==> src/rtl/issue_queue_wakeup_if.sv <==
// Issue queue handshake bundle.
//   master: decode/wakeup/execute side (drives enq_*, wake_*, deq_rdy, flush)
//   slave : the issue queue (drives enq_rdy, deq_val, deq_payload, count)
interface issue_queue_wakeup_if #(
  parameter int unsigned p_depth         = 4,
  parameter int unsigned p_num_phys_regs = 36,
  parameter int unsigned p_payload_bits  = 64
);
  localparam int unsigned p_phys_addr_bits = $clog2(p_num_phys_regs);
  localparam int unsigned p_count_bits     = $clog2(p_depth + 1);

  logic                        enq_val;
  logic                        enq_rdy;
  logic [p_payload_bits-1:0]   enq_payload;
  logic [p_phys_addr_bits-1:0] enq_psrc0;
  logic [p_phys_addr_bits-1:0] enq_psrc1;
  logic                        enq_pend0;
  logic                        enq_pend1;
  logic                        wake_val;
  logic [p_phys_addr_bits-1:0] wake_preg;
  logic                        deq_val;
  logic                        deq_rdy;
  logic [p_payload_bits-1:0]   deq_payload;
  logic                        flush;
  logic [p_count_bits-1:0]     count;

  modport master (
    output enq_val, enq_payload, enq_psrc0, enq_psrc1, enq_pend0, enq_pend1,
    output wake_val, wake_preg, deq_rdy, flush,
    input  enq_rdy, deq_val, deq_payload, count
  );

  modport slave (
    input  enq_val, enq_payload, enq_psrc0, enq_psrc1, enq_pend0, enq_pend1,
    input  wake_val, wake_preg, deq_rdy, flush,
    output enq_rdy, deq_val, deq_payload, count
  );
endinterface

==> src/rtl/issue_queue_wakeup.sv <==
// Age-ordered collapsing issue queue with operand wakeup.
// Slot 0 always holds the oldest valid entry. Ops enter with per-source
// pending bits that are cleared by completion broadcasts (wake_val/wake_preg),
// including a same-cycle bypass for the op being enqueued.
// Ports:
//   clk - clock
//   rst - synchronous active-high reset
//   q   - issue_queue_wakeup_if.slave (enqueue, wakeup, dequeue, flush, count)
// Build option:
//   ISSUE_QUEUE_OOO_EN defined  : oldest ready entry at any slot may issue
//   ISSUE_QUEUE_OOO_EN undefined: only slot 0 may issue (in-order)
module issue_queue_wakeup #(
  parameter int unsigned p_depth         = 4,
  parameter int unsigned p_num_phys_regs = 36,
  parameter int unsigned p_payload_bits  = 64
) (
  input logic              clk,
  input logic              rst,
  issue_queue_wakeup_if.slave q
);
  localparam int unsigned AW = $clog2(p_num_phys_regs);
  localparam int unsigned CW = $clog2(p_depth + 1);
  localparam int unsigned IW = $clog2(p_depth);

  logic                      val_q     [p_depth];
  logic [p_payload_bits-1:0] payload_q [p_depth];
  logic [AW-1:0]             psrc0_q   [p_depth];
  logic [AW-1:0]             psrc1_q   [p_depth];
  logic                      pend0_q   [p_depth];
  logic                      pend1_q   [p_depth];
  logic [CW-1:0]             count_q;

  logic                      val_d     [p_depth];
  logic [p_payload_bits-1:0] payload_d [p_depth];
  logic [AW-1:0]             psrc0_d   [p_depth];
  logic [AW-1:0]             psrc1_d   [p_depth];
  logic                      pend0_d   [p_depth];
  logic                      pend1_d   [p_depth];
  logic [CW-1:0]             count_d;

  logic [p_depth-1:0] ready;
  logic [IW-1:0]      sel;
  logic               sel_val;
  logic               deq_fire;
  logic               enq_fire;
  logic [CW-1:0]      enq_idx;
  logic               byp0;
  logic               byp1;

  always_comb begin
    ready = '0;
    for (int unsigned i = 0; i < p_depth; i++)
      ready[i] = val_q[i] & ~pend0_q[i] & ~pend1_q[i];
  end

  always_comb begin
    sel     = '0;
    sel_val = 1'b0;
`ifdef ISSUE_QUEUE_OOO_EN
    for (int unsigned i = 0; i < p_depth; i++) begin
      if (ready[i] && !sel_val) begin
        sel     = IW'(i);
        sel_val = 1'b1;
      end
    end
`else
    sel_val = ready[0];
`endif
  end

  assign q.deq_val     = sel_val;
  assign q.deq_payload = payload_q[sel];
  assign q.count       = count_q;
  assign q.enq_rdy     = ~q.flush & (count_q < CW'(p_depth));

  assign deq_fire = sel_val & q.deq_rdy;
  assign enq_fire = q.enq_val & q.enq_rdy;
  // Free slot after any same-cycle collapse.
  assign enq_idx  = count_q - CW'(deq_fire);
  assign byp0     = q.wake_val & (q.enq_psrc0 == q.wake_preg);
  assign byp1     = q.wake_val & (q.enq_psrc1 == q.wake_preg);

  always_comb begin
    val_d     = val_q;
    payload_d = payload_q;
    psrc0_d   = psrc0_q;
    psrc1_d   = psrc1_q;
    pend0_d   = pend0_q;
    pend1_d   = pend1_q;
    count_d   = count_q + CW'(enq_fire) - CW'(deq_fire);

    // Collapse: every slot at or above the selected one takes its upper
    // neighbour; the top slot is always vacated by a dequeue.
    if (deq_fire) begin
      for (int unsigned i = 0; i + 1 < p_depth; i++) begin
        if (IW'(i) >= sel) begin
          val_d[i]     = val_q[i+1];
          payload_d[i] = payload_q[i+1];
          psrc0_d[i]   = psrc0_q[i+1];
          psrc1_d[i]   = psrc1_q[i+1];
          pend0_d[i]   = pend0_q[i+1];
          pend1_d[i]   = pend1_q[i+1];
        end
      end
      val_d[p_depth-1] = 1'b0;
    end

    // Wakeup is applied to post-collapse contents so shifting entries
    // still see the broadcast.
    if (q.wake_val) begin
      for (int unsigned i = 0; i < p_depth; i++) begin
        if (psrc0_d[i] == q.wake_preg) pend0_d[i] = 1'b0;
        if (psrc1_d[i] == q.wake_preg) pend1_d[i] = 1'b0;
      end
    end

    if (enq_fire) begin
      for (int unsigned i = 0; i < p_depth; i++) begin
        if (CW'(i) == enq_idx) begin
          val_d[i]     = 1'b1;
          payload_d[i] = q.enq_payload;
          psrc0_d[i]   = q.enq_psrc0;
          psrc1_d[i]   = q.enq_psrc1;
          pend0_d[i]   = q.enq_pend0 & ~byp0;
          pend1_d[i]   = q.enq_pend1 & ~byp1;
        end
      end
    end

    if (q.flush) begin
      for (int unsigned i = 0; i < p_depth; i++) val_d[i] = 1'b0;
      count_d = '0;
    end
  end

  always_ff @(posedge clk) begin
    if (rst) begin
      for (int unsigned i = 0; i < p_depth; i++) val_q[i] <= 1'b0;
      count_q <= '0;
    end else begin
      val_q   <= val_d;
      count_q <= count_d;
    end
    payload_q <= payload_d;
    psrc0_q   <= psrc0_d;
    psrc1_q   <= psrc1_d;
    pend0_q   <= pend0_d;
    pend1_q   <= pend1_d;
  end
endmodule

==> src/flat_wrapper.sv <==
// flat-port wrapper written by rule: the top's interface ports become plain ports
module issue_queue_wakeup_flat 
#(
  parameter int unsigned p_depth         = 4,
  parameter int unsigned p_num_phys_regs = 36,
  parameter int unsigned p_payload_bits  = 64
)
  (clk, rst, q_enq_val, q_enq_payload, q_enq_psrc0, q_enq_psrc1, q_enq_pend0, q_enq_pend1, q_wake_val, q_wake_preg, q_deq_rdy, q_flush, q_enq_rdy, q_deq_val, q_deq_payload, q_count);
  issue_queue_wakeup_if #(.p_depth(p_depth), .p_num_phys_regs(p_num_phys_regs), .p_payload_bits(p_payload_bits)) q_i ();
  input logic clk;
  input logic rst;
  input wire logic [$bits(q_i.enq_val)-1:0] q_enq_val;
  input wire logic [$bits(q_i.enq_payload)-1:0] q_enq_payload;
  input wire logic [$bits(q_i.enq_psrc0)-1:0] q_enq_psrc0;
  input wire logic [$bits(q_i.enq_psrc1)-1:0] q_enq_psrc1;
  input wire logic [$bits(q_i.enq_pend0)-1:0] q_enq_pend0;
  input wire logic [$bits(q_i.enq_pend1)-1:0] q_enq_pend1;
  input wire logic [$bits(q_i.wake_val)-1:0] q_wake_val;
  input wire logic [$bits(q_i.wake_preg)-1:0] q_wake_preg;
  input wire logic [$bits(q_i.deq_rdy)-1:0] q_deq_rdy;
  input wire logic [$bits(q_i.flush)-1:0] q_flush;
  output wire logic [$bits(q_i.enq_rdy)-1:0] q_enq_rdy;
  output wire logic [$bits(q_i.deq_val)-1:0] q_deq_val;
  output wire logic [$bits(q_i.deq_payload)-1:0] q_deq_payload;
  output wire logic [$bits(q_i.count)-1:0] q_count;
  assign q_i.enq_val = q_enq_val;
  assign q_i.enq_payload = q_enq_payload;
  assign q_i.enq_psrc0 = q_enq_psrc0;
  assign q_i.enq_psrc1 = q_enq_psrc1;
  assign q_i.enq_pend0 = q_enq_pend0;
  assign q_i.enq_pend1 = q_enq_pend1;
  assign q_i.wake_val = q_wake_val;
  assign q_i.wake_preg = q_wake_preg;
  assign q_i.deq_rdy = q_deq_rdy;
  assign q_i.flush = q_flush;
  assign q_enq_rdy = q_i.enq_rdy;
  assign q_deq_val = q_i.deq_val;
  assign q_deq_payload = q_i.deq_payload;
  assign q_count = q_i.count;
  issue_queue_wakeup #(.p_depth(p_depth), .p_num_phys_regs(p_num_phys_regs), .p_payload_bits(p_payload_bits)) u_core (.clk(clk), .rst(rst), .q(q_i));
endmodule
==> config.mk <==
export PLATFORM = sky130hd
export DESIGN_NAME = issue_queue_wakeup_flat
export DESIGN_NICKNAME = d
export VERILOG_FILES = /design/src/rtl/issue_queue_wakeup_if.sv /design/src/rtl/issue_queue_wakeup.sv /design/src/flat_wrapper.sv
export SDC_FILE = /design/constraint.sdc
export NUM_CORES = 1
export LEC_CHECK = 0
export CAP_MARGIN = 20
export CORE_MARGIN = 5
export CORE_UTILIZATION = 51
export CTS_CLUSTER_DIAMETER = 60
export DETAILED_ROUTE_END_ITERATION = 6
export HOLD_SLACK_MARGIN = 0.05
export PLACE_DENSITY = 0.77
export SLEW_MARGIN = 20
export SYNTH_ARGS = -nofsm -noshare
export SYNTH_HDL_FRONTEND = slang
export SYNTH_SLANG_ARGS = --single-unit
==> constraint.sdc <==
create_clock -name clk -period 4.5 [get_ports clk]
set_input_delay 0.675 -clock clk [delete_from_list [all_inputs] [get_ports clk]]
set_output_delay 0.675 -clock clk [all_outputs]
set_load 0.02 [all_outputs]
==> results.txt, run 1 <==
----------------------------------------------------
[Status]
  Status ... finished clean

[Critical path]
  Crit path required time ... 4850 ps
  R2R Path End ... u_core.payload_q[75]$_DFF_P_
  Kind of start point of the critical path ... primary input
  Maximum fanout encountered on the critical timing path ... 65
  Worst flop-to-flop path startpoint ... u_core.pend0_q[3]$_DFF_P_
  Number of cells on the worst reg-to-reg path ... 10
  Worst setup path class ... in -> reg
  Minimum setup slack among reg-to-reg paths ... 1380 ps
  Signal arrival time at the worst endpoint ... 3620 ps
  Endpoint type of the worst setup path ... flop

[Drt]
  Routed wire length ... 30.8 mm
  Wirelength per Cell ... 15.5 um
  Number of nets still failing antenna checks after routing ... 0
  Via count ... 10800
  Vias per cell ... 5.44
  Number of search-and-repair iterations in the first detailed-routing pass ... 6
  Iteration-0 DRC count of the detailed router ... 960
  DRC errors left ... 0

[Global route]
  Largest net degree at the start of global routing ... 242
  Number of global-route vias before repair ... 10400
  Global-route usage over all layers ... 20.0%
  Grt total ovfl ... 0
  Number of antenna violations at the first check in global routing ... 1
  Global-route wire length before repair ... 51.8 mm

[STA]
  Upper clock frequency limit ... 305 MHz
  Number of endpoints with negative hold slack in the final report ... 0
  Worst setup skew after layout ... 9.95 ps
  Setup-violating endpoint count in the final report ... 0
  Clock period minus worst slack ... 3280 ps
  RSZ-0062 raised after global routing ... false
  Transition time at the pin with the least slew margin ... 1340 ps
  Max-slew violations ... 0
  Final period util ... 72.8%
  Max-slew headroom ... 10.6%
  Smallest hold slack ... 465 ps
  Aggregate negative setup slack ... 0 ps

[CTS]
  Total clock buffers created by CTS ... 35
  Number of gates resized after CTS ... 0
  CTS tree ... done
  Htree depth ... 2
  CTS Root Cell ... sky130_fd_sc_hd__clkbuf_16
  Clock input transition at the sequential cells of the worst setup and hold paths ... 60 ps
  Clock latency reported for the late side of the worst-skew pair ... 490 ps
  Clock sink count ... 319
  Number of setup buffers added after CTS ... 0
  Largest buffer count on any clock path ... 3
  Total of hold buffers inserted after clock tree synthesis ... 0

[Synthesis]
  Cell count after synthesis ... 1595
  Sequential area share after synthesis ... 53.0%
  Synth warn ... 0
  Post-synth top area cell ... sky130_fd_sc_hd__dfxtp_1
  Post-Syn Area per Cell ... 8.45 um2
  Syn_nets ... 1691
  Fraction of registers with async set/reset ... 0%
  Synth Flop Type ... sky130_fd_sc_hd__dfxtp_1
  Unique cell type count in the Yosys netlist ... 48
  #FFs+latches synth ... 319
  Area contributors post-synth ... sky130_fd_sc_hd__dfxtp_1, sky130_fd_sc_hd__edfxtp_1, sky130_fd_sc_hd__nand2_1, sky130_fd_sc_hd__a31oi_1, sky130_fd_sc_hd__nor2_1
  Fraction of post-synthesis cell area in the top cell type by area ... 36.1%
  Netlist Area Pre-Place ... 13500 um2
  Number of flops mapped to enable cells by yosys ... 76

[Placement]
  Final estimated routing congestion in global placement ... 0.839
  Number of port buffers ... 158
  Detailed placer's ending HPWL ... 18.0 mm
  Area after DPL ... 14700 um2

[Finish]
  Post-Route Utilization ... 60.9%
  Synth-to-layout area growth ... 17.7%
  Final Net Count ... 1718
  Layout cell share with drive strength beyond 1 ... 4.31%
  Cell area after layout ... 15900 um2

[Flow run]
  Max-cap violations ... 0

[Floorplan]
  Chip Width ... 173 um
  I/O pin cnt ... 159
  Core area ... 26100 um2
  Rows ... 59
  Effective utilization at floorplan ... 51.7%
  Die height ... 173 um
  Overall die area ... 29800 um2

[Worst hold path]
  Kind of path behind the tightest hold check ... reg -> reg
  End point of the most critical hold path ... u_core.payload_q[128]$_DFF_P_
  Worst Hold Depth ... 2
  Worst min-delay path startpoint ... u_core.payload_q[64]$_DFF_P_

[Pwr]
  Leakage component of the power ... 6.28 nW
  Total power per unit cell area ... 569 nW/um2
  Overall Power ... 0.00904 W
  Worst VDD drop ... 0.310 mV

----------------------------------------------------
## Yosys cell counts, types with 7 or more instances
library cell / count
sky130_fd_sc_hd__a21oi_1: 35
sky130_fd_sc_hd__a31oi_1: 213
sky130_fd_sc_hd__buf_1: 8
sky130_fd_sc_hd__buf_2: 14
sky130_fd_sc_hd__buf_4: 66
sky130_fd_sc_hd__buf_6: 7
sky130_fd_sc_hd__clkbuf_1: 82
sky130_fd_sc_hd__dfxtp_1: 243
sky130_fd_sc_hd__edfxtp_1: 76
sky130_fd_sc_hd__inv_1: 16
sky130_fd_sc_hd__mux2i_1: 18
sky130_fd_sc_hd__nand2_1: 436
sky130_fd_sc_hd__nor2_1: 243
sky130_fd_sc_hd__nor3_1: 11
sky130_fd_sc_hd__o21ai_0: 8
sky130_fd_sc_hd__xnor2_1: 27
sky130_fd_sc_hd__xor2_1: 22
## metrics by stage
stage / worst slack [ps] / cells
floorplan: 93.9 / 1595
global placement: 761 / 1920
detailed placement: 724 / 1920
CTS: 1250 / 1983
global route: 1040 / 1983
finish: 1220 / 1984
## worst max path at each step
stage                     slack (ps)  startpoint                       endpoint  cells past startpoint
after detailed placement         720   q_deq_rdy   u_core.payload_q[94]$_DFF_P_                     11
after global routing            1040   q_deq_rdy   u_core.payload_q[90]$_DFF_P_                     11
after CTS                       1250   q_deq_rdy   u_core.payload_q[75]$_DFF_P_                     11
after global placement           760   q_deq_rdy   u_core.payload_q[87]$_DFF_P_                     11
after floorplan                   90   q_deq_rdy  u_core.payload_q[0]$_DFFE_PP_                     11
final                           1220   q_deq_rdy   u_core.payload_q[75]$_DFF_P_                     11
## state kept, by name, indices dropped and copies added (netlist names)
name,cells
u_core.payload_q,256
u_core.pend0_q,4
u_core.pend1_q,4
u_core.psrc0_q,24
u_core.psrc1_q,24
u_core.q.count,3
u_core.val_q,4
## per-layer routing
metal	up-vias	global-route usage [%]	share of wire (%)	wire length (um)
met5	-	0	0.036	11
met4	2	5.88	2.0	605
met3	47	3.93	6.2	1900
met2	297	32.3	47	14400
met1	5064	27.3	45	13900
li1	5382	-	-	-
## where the power goes
part / internal [W] / switching, W
Clock: 0.00177 / 0.00111
Combinational: 0.000939 / 0.000888
Sequential: 0.00382 / 0.000509
## kinds of logic (layout without fill, tap and decap cells)
kind of cell	count (synthesis)	in the layout	share of synthesized area, %
AND/OR/NAND/NOR	725	725	21.0
flip-flops	319	319	53.0
AO/OA/AOI/OAI	283	283	13.1
buffers and inverters	195	248	7.79
XOR/XNOR	49	49	3.18
multiplexers	18	18	1.34
adder cells (fa/ha/maj)	6	6	0.612
other	0	1	0
## final cells by class
type                            count  area, um2
Inverter                           18       73.8
Fill cell                        2192      10200
Antenna cell                        1       2.50
Tap cell                          335        419
Clock inverter                     15        150
Clock buffer                       48       1030
Sequential cell                   319       7150
Multi-Input combinational cell   1081       5330
Timing Repair Buffer              167       1720
## critical path, cell delays in order
cell	delay, ps
sky130_fd_sc_hd__clkdlybuf4s50_1	440
sky130_fd_sc_hd__nand4bb_4	150
sky130_fd_sc_hd__inv_6	40
sky130_fd_sc_hd__ha_1	190
sky130_fd_sc_hd__ha_1	180
sky130_fd_sc_hd__or4b_4	510
sky130_fd_sc_hd__inv_1	130
sky130_fd_sc_hd__nand3_4	450
sky130_fd_sc_hd__buf_4	520
sky130_fd_sc_hd__nor2_1	200
sky130_fd_sc_hd__a31oi_1	50
## cells in the final DEF (no fill, tap or decap), types with 4 or more instances in the layout
cell / synthesis / routed
sky130_fd_sc_hd__nand2_1: 436 / 435
sky130_fd_sc_hd__nor2_1: 243 / 243
sky130_fd_sc_hd__dfxtp_1: 243 / 243
sky130_fd_sc_hd__a31oi_1: 213 / 213
sky130_fd_sc_hd__clkdlybuf4s50_1: 0 / 158
sky130_fd_sc_hd__edfxtp_1: 76 / 76
sky130_fd_sc_hd__clkbuf_16: 0 / 37
sky130_fd_sc_hd__a21oi_1: 35 / 35
sky130_fd_sc_hd__xnor2_1: 27 / 27
sky130_fd_sc_hd__xor2_1: 22 / 22
sky130_fd_sc_hd__mux2i_1: 18 / 18
sky130_fd_sc_hd__inv_1: 16 / 15
sky130_fd_sc_hd__nor3_1: 11 / 11
sky130_fd_sc_hd__o21ai_0: 8 / 8
sky130_fd_sc_hd__clkinv_1: 1 / 7
sky130_fd_sc_hd__nor4_1: 6 / 6
sky130_fd_sc_hd__clkbuf_8: 0 / 6
sky130_fd_sc_hd__buf_12: 0 / 6
sky130_fd_sc_hd__nor2b_1: 5 / 5
sky130_fd_sc_hd__o22ai_1: 5 / 5
sky130_fd_sc_hd__clkinv_2: 0 / 5
sky130_fd_sc_hd__ha_1: 5 / 5
sky130_fd_sc_hd__clkbuf_1: 82 / 5
sky130_fd_sc_hd__nand3_1: 5 / 4
sky130_fd_sc_hd__nand4_1: 4 / 4
sky130_fd_sc_hd__a211oi_1: 4 / 4
(Power assumes the default switching activity.)
==> run 2: changes to the inputs <==
--- a/config.mk
+++ b/config.mk
@@ -7,11 +7,11 @@
 export LEC_CHECK = 0
 export CAP_MARGIN = 20
 export CORE_MARGIN = 5
-export CORE_UTILIZATION = 51
+export CORE_UTILIZATION = 56
 export CTS_CLUSTER_DIAMETER = 60
 export DETAILED_ROUTE_END_ITERATION = 6
 export HOLD_SLACK_MARGIN = 0.05
-export PLACE_DENSITY = 0.77
+export PLACE_DENSITY = 0.8
 export SLEW_MARGIN = 20
 export SYNTH_ARGS = -nofsm -noshare
 export SYNTH_HDL_FRONTEND = slang
==> constraint.sdc (replaced) <==
create_clock -name clk -period 3.1 [get_ports clk]
set_input_delay 0.465 -clock clk [delete_from_list [all_inputs] [get_ports clk]]
set_output_delay 0.465 -clock clk [all_outputs]
set_load 0.02 [all_outputs]
==> results.txt, run 2 (synthesized netlist as in run 1, its figures left out) <==
----------------------------------------------------
[CTS]
  Clock input transition at the sequential cells of the worst setup and hold paths ... 60 ps (about the same)
  Total clock buffers created by CTS ... 34 (was 35)
  Largest buffer count on any clock path ... 3 (unchanged)
  Total of hold buffers inserted after clock tree synthesis ... 0 (unchanged)
  Clock latency reported for the late side of the worst-skew pair ... 500 ps (was 490 ps)
  CTS Root Cell ... sky130_fd_sc_hd__clkbuf_16 (unchanged)
  Clock sink count ... 319 (unchanged)
  CTS tree ... done (unchanged)
  Number of gates resized after CTS ... 0 (unchanged)
  Number of setup buffers added after CTS ... 0 (unchanged)
  Htree depth ... 2 (unchanged)

[Drt]
  Number of search-and-repair iterations in the first detailed-routing pass ... 7 (was 6)
  Via count ... 11100 (was 10800)
  Iteration-0 DRC count of the detailed router ... 1161 (was 960)
  Wirelength per Cell ... 16.2 um (was 15.5 um)
  Number of nets still failing antenna checks after routing ... 0 (unchanged)
  DRC errors left ... 0 (unchanged)
  Routed wire length ... 32.3 mm (was 30.8 mm)
  Vias per cell ... 5.58 (was 5.44)

[Critical path]
  Kind of start point of the critical path ... flop (was primary input)
  Max incr delay on CP ... 560 ps (was 520 ps)
  Cell with the most instances on the worst path ... sky130_fd_sc_hd__ha_4 (was sky130_fd_sc_hd__ha_1)
  Ordered cell list for the critical path ... nand4bb_4 -> inv_6 -> ha_4 -> ha_4 -> or4b_4 -> inv_1 -> nand3_4 -> buf_12 -> nor2_1 -> a31oi_1 (was clkdlybuf4s50_1 -> nand4bb_4 -> inv_6 -> ha_1 -> ha_1 -> or4b_4 -> inv_1 -> nand3_4 -> buf_4 -> nor2_1 -> a31oi_1)
  Endpoint type of the worst setup path ... flop (unchanged)
  Crit path required time ... 3460 ps (was 4850 ps)
  Worst setup path class ... reg -> reg (was in -> reg)
  Maximum fanout encountered on the critical timing path ... 78 (was 65)
  Signal arrival time at the worst endpoint ... 2920 ps (was 3620 ps)
  Max stage delay cell, worst path ... sky130_fd_sc_hd__or4b_4 (was sky130_fd_sc_hd__buf_4)

[Finish]
  Synth-to-layout area growth ... 18.7% (was 17.7%)
  Number of flip-flops in the largest register ... 256 (unchanged)
  Biggest registers after layout ... u_core.payload_q x256, u_core.psrc0_q x24, u_core.psrc1_q x24 (unchanged)
  Final Net Count ... 1737 (was 1718)
  Layout cell share with drive strength beyond 1 ... 5.46% (was 4.31%)
  Register with the most flip-flops ... u_core.payload_q (unchanged)
  Antenna cell count ... 0 (was 1)
  Most frequent cells in the layout ... sky130_fd_sc_hd__nand2_1, sky130_fd_sc_hd__dfxtp_1, sky130_fd_sc_hd__nor2_1 (was sky130_fd_sc_hd__nand2_1, sky130_fd_sc_hd__nor2_1, sky130_fd_sc_hd__dfxtp_1)
  Cell area after layout ... 16000 um2 (was 15900 um2)
  Commonest non-fill, non-tap cell in the layout ... sky130_fd_sc_hd__nand2_1 (unchanged)

[Worst hold path]
  Kind of path behind the tightest hold check ... reg -> reg (unchanged)

[Floorplan]
  Rows ... 56 (was 59)
  Die height ... 165 um (was 173 um)
  Core area ... 23600 um2 (was 26100 um2)
  Overall die area ... 27300 um2 (was 29800 um2)
  I/O pin cnt ... 159 (unchanged)
  Effective utilization at floorplan ... 57.1% (was 51.7%)
  Chip Width ... 165 um (was 173 um)

[STA]
  Smallest setup slack after layout ... 542 ps (was 1220 ps)
  Upper clock frequency limit ... 391 MHz
  Transition time at the pin with the least slew margin ... 1080 ps (was 1340 ps)
  Max-slew headroom ... 27.8% (was 10.6%)
  Final period util ... 82.5%
  Clock period minus worst slack ... 2560 ps
  Max-slew violations ... 0 (unchanged)
  Setup-violating endpoint count in the final report ... 0 (unchanged)
  RSZ-0062 raised after global routing ... false (unchanged)
  Worst setup skew after layout ... 13.2 ps (was 9.95 ps)
  Aggregate negative setup slack ... 0 ps (unchanged)
  Smallest hold slack ... 468 ps (was 465 ps)
  Number of endpoints with negative hold slack in the final report ... 0 (unchanged)

[Global route]
  Number of global-route vias before repair ... 10400 (about the same)
  Global-route usage over all layers ... 23.2% (was 20.0%)
  Global-route wire length before repair ... 52.5 mm (was 51.8 mm)
  Largest net degree at the start of global routing ... 106 (was 242)
  Grt total ovfl ... 0 (unchanged)
  Number of antenna violations at the first check in global routing ... 1 (unchanged)

[Pwr]
  Worst VDD drop ... 0.447 mV (was 0.310 mV)
  Overall Power ... 0.0130 W (was 0.00904 W)
  Leakage component of the power ... 6.35 nW (was 6.28 nW)
  Total power per unit cell area ... 810 nW/um2 (was 569 nW/um2)

[Status]
  Status ... finished clean (unchanged)

[Placement]
  Detailed placer's ending HPWL ... 20.1 mm (was 18.0 mm)
  Area after DPL ... 14900 um2 (was 14700 um2)
  Final estimated routing congestion in global placement ... 0.842 (was 0.839)
  Post-placement worst setup slack ... 84.9 ps (was 724 ps)
  Number of port buffers ... 158 (unchanged)

[Flow run]
  Max-cap violations ... 0 (unchanged)

----------------------------------------------------
run 2: cell type report:
| type | count | area [um2] |
|---|---|---|
| fill | 1851 | 7600 |
| tap | 319 | 399 |
| timing repair buffer | 187 | 1940 |
| clock buffer | 51 | 976 |
| inverter | 18 | 76.3 |
| sequential | 319 | 7150 |
| clock inverter | 10 | 101 |
| multi-input combinational | 1081 | 5370 |
run 2: worst paths after layout:
| kind | startpoint | slack (ps) | to | cells after the start |
|---|---|---|---|---|
| max reg2reg | u_core.pend0_q[3]$_DFF_P_ | 540 | u_core.payload_q[71]$_DFF_P_ | 10 |
| min reg2reg | u_core.payload_q[167]$_DFF_P_ | 470 | u_core.payload_q[231]$_DFF_P_ | 2 |
| min | u_core.payload_q[167]$_DFF_P_ | 470 | u_core.payload_q[231]$_DFF_P_ | 2 |
| max | u_core.pend0_q[3]$_DFF_P_ | 540 | u_core.payload_q[71]$_DFF_P_ | 10 |
run 2: metrics by stage:
step	util (%)	instances
floorplan	-	1595
global placement	63.2	1924
detailed placement	63.2	1924
CTS	67.8	1985
global route	67.8	1985
finish	67.8	1985
run 2: worst max-delay path, delay by kind of cell (launching register included):
family	cells	cell delay (ps)
compound gates	1	60
simple gates	4	1130
fa+ha+maj	2	300
flops	1	430
buf+inv	3	440
run 2: report_power, final:
group / internal, W / switching [W]
Sequential: 0.00555 / 0.000766
Combinational: 0.00139 / 0.00133
Clock: 0.00235 / 0.00159
run 2: routing by layer:
metal / GRT usage [%] / wire length, um / vias to the layer above
met4: 6.62 / 756 / 2
met5: 0 / 13 / -
met1: 31.9 / 13900 / 5172
met3: 4.49 / 2460 / 64
li1: - / - / 5409
met2: 37.7 / 15200 / 426
==> run 3: changes to the inputs <==
==> constraint.sdc (replaced) <==
create_clock -name clk -period 2.4 [get_ports clk]
set_input_delay 0.36 -clock clk [delete_from_list [all_inputs] [get_ports clk]]
set_output_delay 0.36 -clock clk [all_outputs]
set_load 0.02 [all_outputs]
==> results.txt, run 3 (synthesized netlist as in run 1, its figures left out) <==
----------------------------------------------------
[Status]
  Status ... finished clean (unchanged)

[Drt]
  Via count ... 11400 (was 11100)
  Vias per cell ... 5.62 (was 5.58)
  Routed wire length ... 34.5 mm (was 32.3 mm)
  Iteration-0 DRC count of the detailed router ... 1089 (was 1161)
  Wirelength per Cell ... 17.0 um (was 16.2 um)
  DRC errors left ... 0 (unchanged)
  Number of search-and-repair iterations in the first detailed-routing pass ... 5 (was 7)
  Number of nets still failing antenna checks after routing ... 0 (unchanged)

[CTS]
  Largest buffer count on any clock path ... 3 (unchanged)
  CTS tree ... done (unchanged)
  Total clock buffers created by CTS ... 31 (was 34)
  Clock input transition at the sequential cells of the worst setup and hold paths ... 70 ps (was 60 ps)
  Htree depth ... 1 (was 2)
  Clock sink count ... 319 (unchanged)
  Clock latency reported for the late side of the worst-skew pair ... 550 ps (was 500 ps)
  CTS Root Cell ... sky130_fd_sc_hd__clkbuf_16 (unchanged)

[Floorplan]
  Core area ... 23600 um2 (unchanged)
  Die height ... 165 um (unchanged)
  I/O pin cnt ... 159 (unchanged)
  Chip Width ... 165 um (unchanged)
  Effective utilization at floorplan ... 57.1% (unchanged)
  Rows ... 56 (unchanged)
  Overall die area ... 27300 um2 (unchanged)

[STA]
  Clock period minus worst slack ... 2370 ps (was 2560 ps)
  Final period util ... 98.6% (was 82.5%)
  RSZ-0062 raised after global routing ... true (was false)
  Setup-violating endpoint count in the final report ... 0 (unchanged)
  Max-slew violations ... 0 (unchanged)
  Max-slew headroom ... 47.1% (was 27.8%)
  Worst setup skew after layout ... 8.02 ps (was 13.2 ps)
  Aggregate negative setup slack ... 0 ps (unchanged)
  Transition time at the pin with the least slew margin ... 794 ps (was 1080 ps)
  Number of endpoints with negative hold slack in the final report ... 0 (unchanged)
  Upper clock frequency limit ... 423 MHz (was 391 MHz)

[Critical path]
  Minimum setup slack among reg-to-reg paths ... 30 ps (was 540 ps)
  Worst setup path class ... reg -> reg (unchanged)
  Max stage delay cell, worst path ... sky130_fd_sc_hd__or4b_4 (unchanged)
  Endpoint type of the worst setup path ... flop (unchanged)
  Crit path required time ... 2820 ps (was 3460 ps)
  Kind of start point of the critical path ... flop (unchanged)
  Signal arrival time at the worst endpoint ... 2790 ps (was 2920 ps)
  Cell with the most instances on the worst path ... sky130_fd_sc_hd__ha_4 (unchanged)
  Ordered cell list for the critical path ... nand4bb_4 -> inv_6 -> ha_4 -> ha_4 -> or4b_4 -> or3_4 -> buf_12 -> nor2_2 -> a31oi_1 (was nand4bb_4 -> inv_6 -> ha_4 -> ha_4 -> or4b_4 -> inv_1 -> nand3_4 -> buf_12 -> nor2_1 -> a31oi_1)
  Maximum fanout encountered on the critical timing path ... 23 (was 78)
  Max incr delay on CP ... 540 ps (was 560 ps)

[Finish]
  Area used by sequential logic in the layout ... 7150 um2 (about the same)
  Number of flip-flops in the largest register ... 256 (unchanged)
  Synth-to-layout area growth ... 24.2% (was 18.7%)
  Fillers ... 1775 (was 1851)
  Most frequent cells in the layout ... sky130_fd_sc_hd__nand2_1, sky130_fd_sc_hd__dfxtp_1, sky130_fd_sc_hd__nor2_1 (unchanged)
  Post-Route Utilization ... 70.9% (was 67.8%)
  Register with the most flip-flops ... u_core.payload_q (unchanged)
  Area occupied by multi-input gates ... 5630 um2 (was 5370 um2)
  Final Net Count ... 1779 (was 1737)
  Final Non-Filler Cells ... 2028 (was 1985)
  Biggest registers after layout ... u_core.payload_q x256, u_core.psrc0_q x24, u_core.psrc1_q x24 (unchanged)
  Commonest non-fill, non-tap cell in the layout ... sky130_fd_sc_hd__nand2_1 (unchanged)
  Layout cell share with drive strength beyond 1 ... 11.5% (was 5.46%)

[Placement]
  Placed cells ... 1958 (was 1924)
  Detailed placer's ending HPWL ... 20.2 mm (was 20.1 mm)
  Final estimated routing congestion in global placement ... 0.925 (was 0.842)
  Number of port buffers ... 158 (unchanged)

[Global route]
  Number of antenna violations at the first check in global routing ... 1 (unchanged)
  Global-route usage over all layers ... 23.0% (was 23.2%)
  Largest net degree at the start of global routing ... 135 (was 106)
  Number of global-route vias before repair ... 10700 (was 10400)
  Grt total ovfl ... 0 (unchanged)
  Global-route wire length before repair ... 52.4 mm (was 52.5 mm)

[Pwr]
  Total power per unit cell area ... 1000 nW/um2 (was 810 nW/um2)
  Leakage component of the power ... 6.63 nW (was 6.35 nW)
  Worst VDD drop ... 0.629 mV (was 0.447 mV)

[Flow run]
  Max-cap violations ... 0 (unchanged)

[Worst hold path]
  Kind of path behind the tightest hold check ... in -> reg (was reg -> reg)

----------------------------------------------------
run 3: final timing paths:
check                                      from                        endpoint  depth (start not counted)
hold / removal                q_enq_payload[22]  u_core.payload_q[22]$_DFFE_PP_                          1
setup reg to reg      u_core.pend0_q[3]$_DFF_P_   u_core.payload_q[167]$_DFF_P_                          9
setup / recovery      u_core.pend0_q[3]$_DFF_P_   u_core.payload_q[167]$_DFF_P_                          9
hold reg to reg   u_core.payload_q[176]$_DFF_P_   u_core.payload_q[240]$_DFF_P_                          2
run 3: timing repair:
action | 4_1_cts | 5_1_grt
hold buffers | 0 | 0
gates resized for setup | 5 | 64
pin swaps | 0 | 8
gates cloned | 1 | 8
endpoints found under the setup margin | 5 | 218
buffers inserted | 2 | 1
run 3: metal layers:
metal  up-vias  part of all wire, %  GRT usage (%)
li1       5506                    -              -
met1      5426                   43           30.8
met2       418                   48           38.6
met3        53                  7.1           3.40
met4         0                  2.2           7.07
met5         -                    0              0
run 3: area by class of cell:
class / count / area share (%)
Multi-Input combinational cell: 1082 / 33.6
Antenna cell: 1 / 0.0149
Timing Repair Buffer: 231 / 14.9
Tap cell: 319 / 2.38
Clock inverter: 13 / 0.717
Clock buffer: 45 / 5.25
Sequential cell: 319 / 42.7
Inverter: 18 / 0.471
run 3: where the power goes:
group	internal [W]	leakage [nW]	switching [W]	total, W
registers	0.00717	2.72	0.000989	0.00816
logic	0.00200	3.41	0.00184	0.00384
clock network	0.00276	0.496	0.00202	0.00478
run 3: metrics by stage:
step	hold slack (ps)	cell area, um2	total power, W	setup slack [ps]
after floorplan	437	13800	0.0107	-814
after global placement	445	15300	0.0116	-379
after detailed placement	456	15300	0.0118	-431
after CTS	436	16300	0.0166	-14.1
after global routing	450	16700	0.0176	-46.5
final	464	16700	0.0168	33.3
run 3: critical path: cells and delay by family (launching register included):
kind                       cells  cell delay [ps]
buffers and inverters          2              240
adders and majority gates      2              300
AOI/OAI and AO/OA              1               60
DFF                            1              350
and+or+nand+nor                4             1270
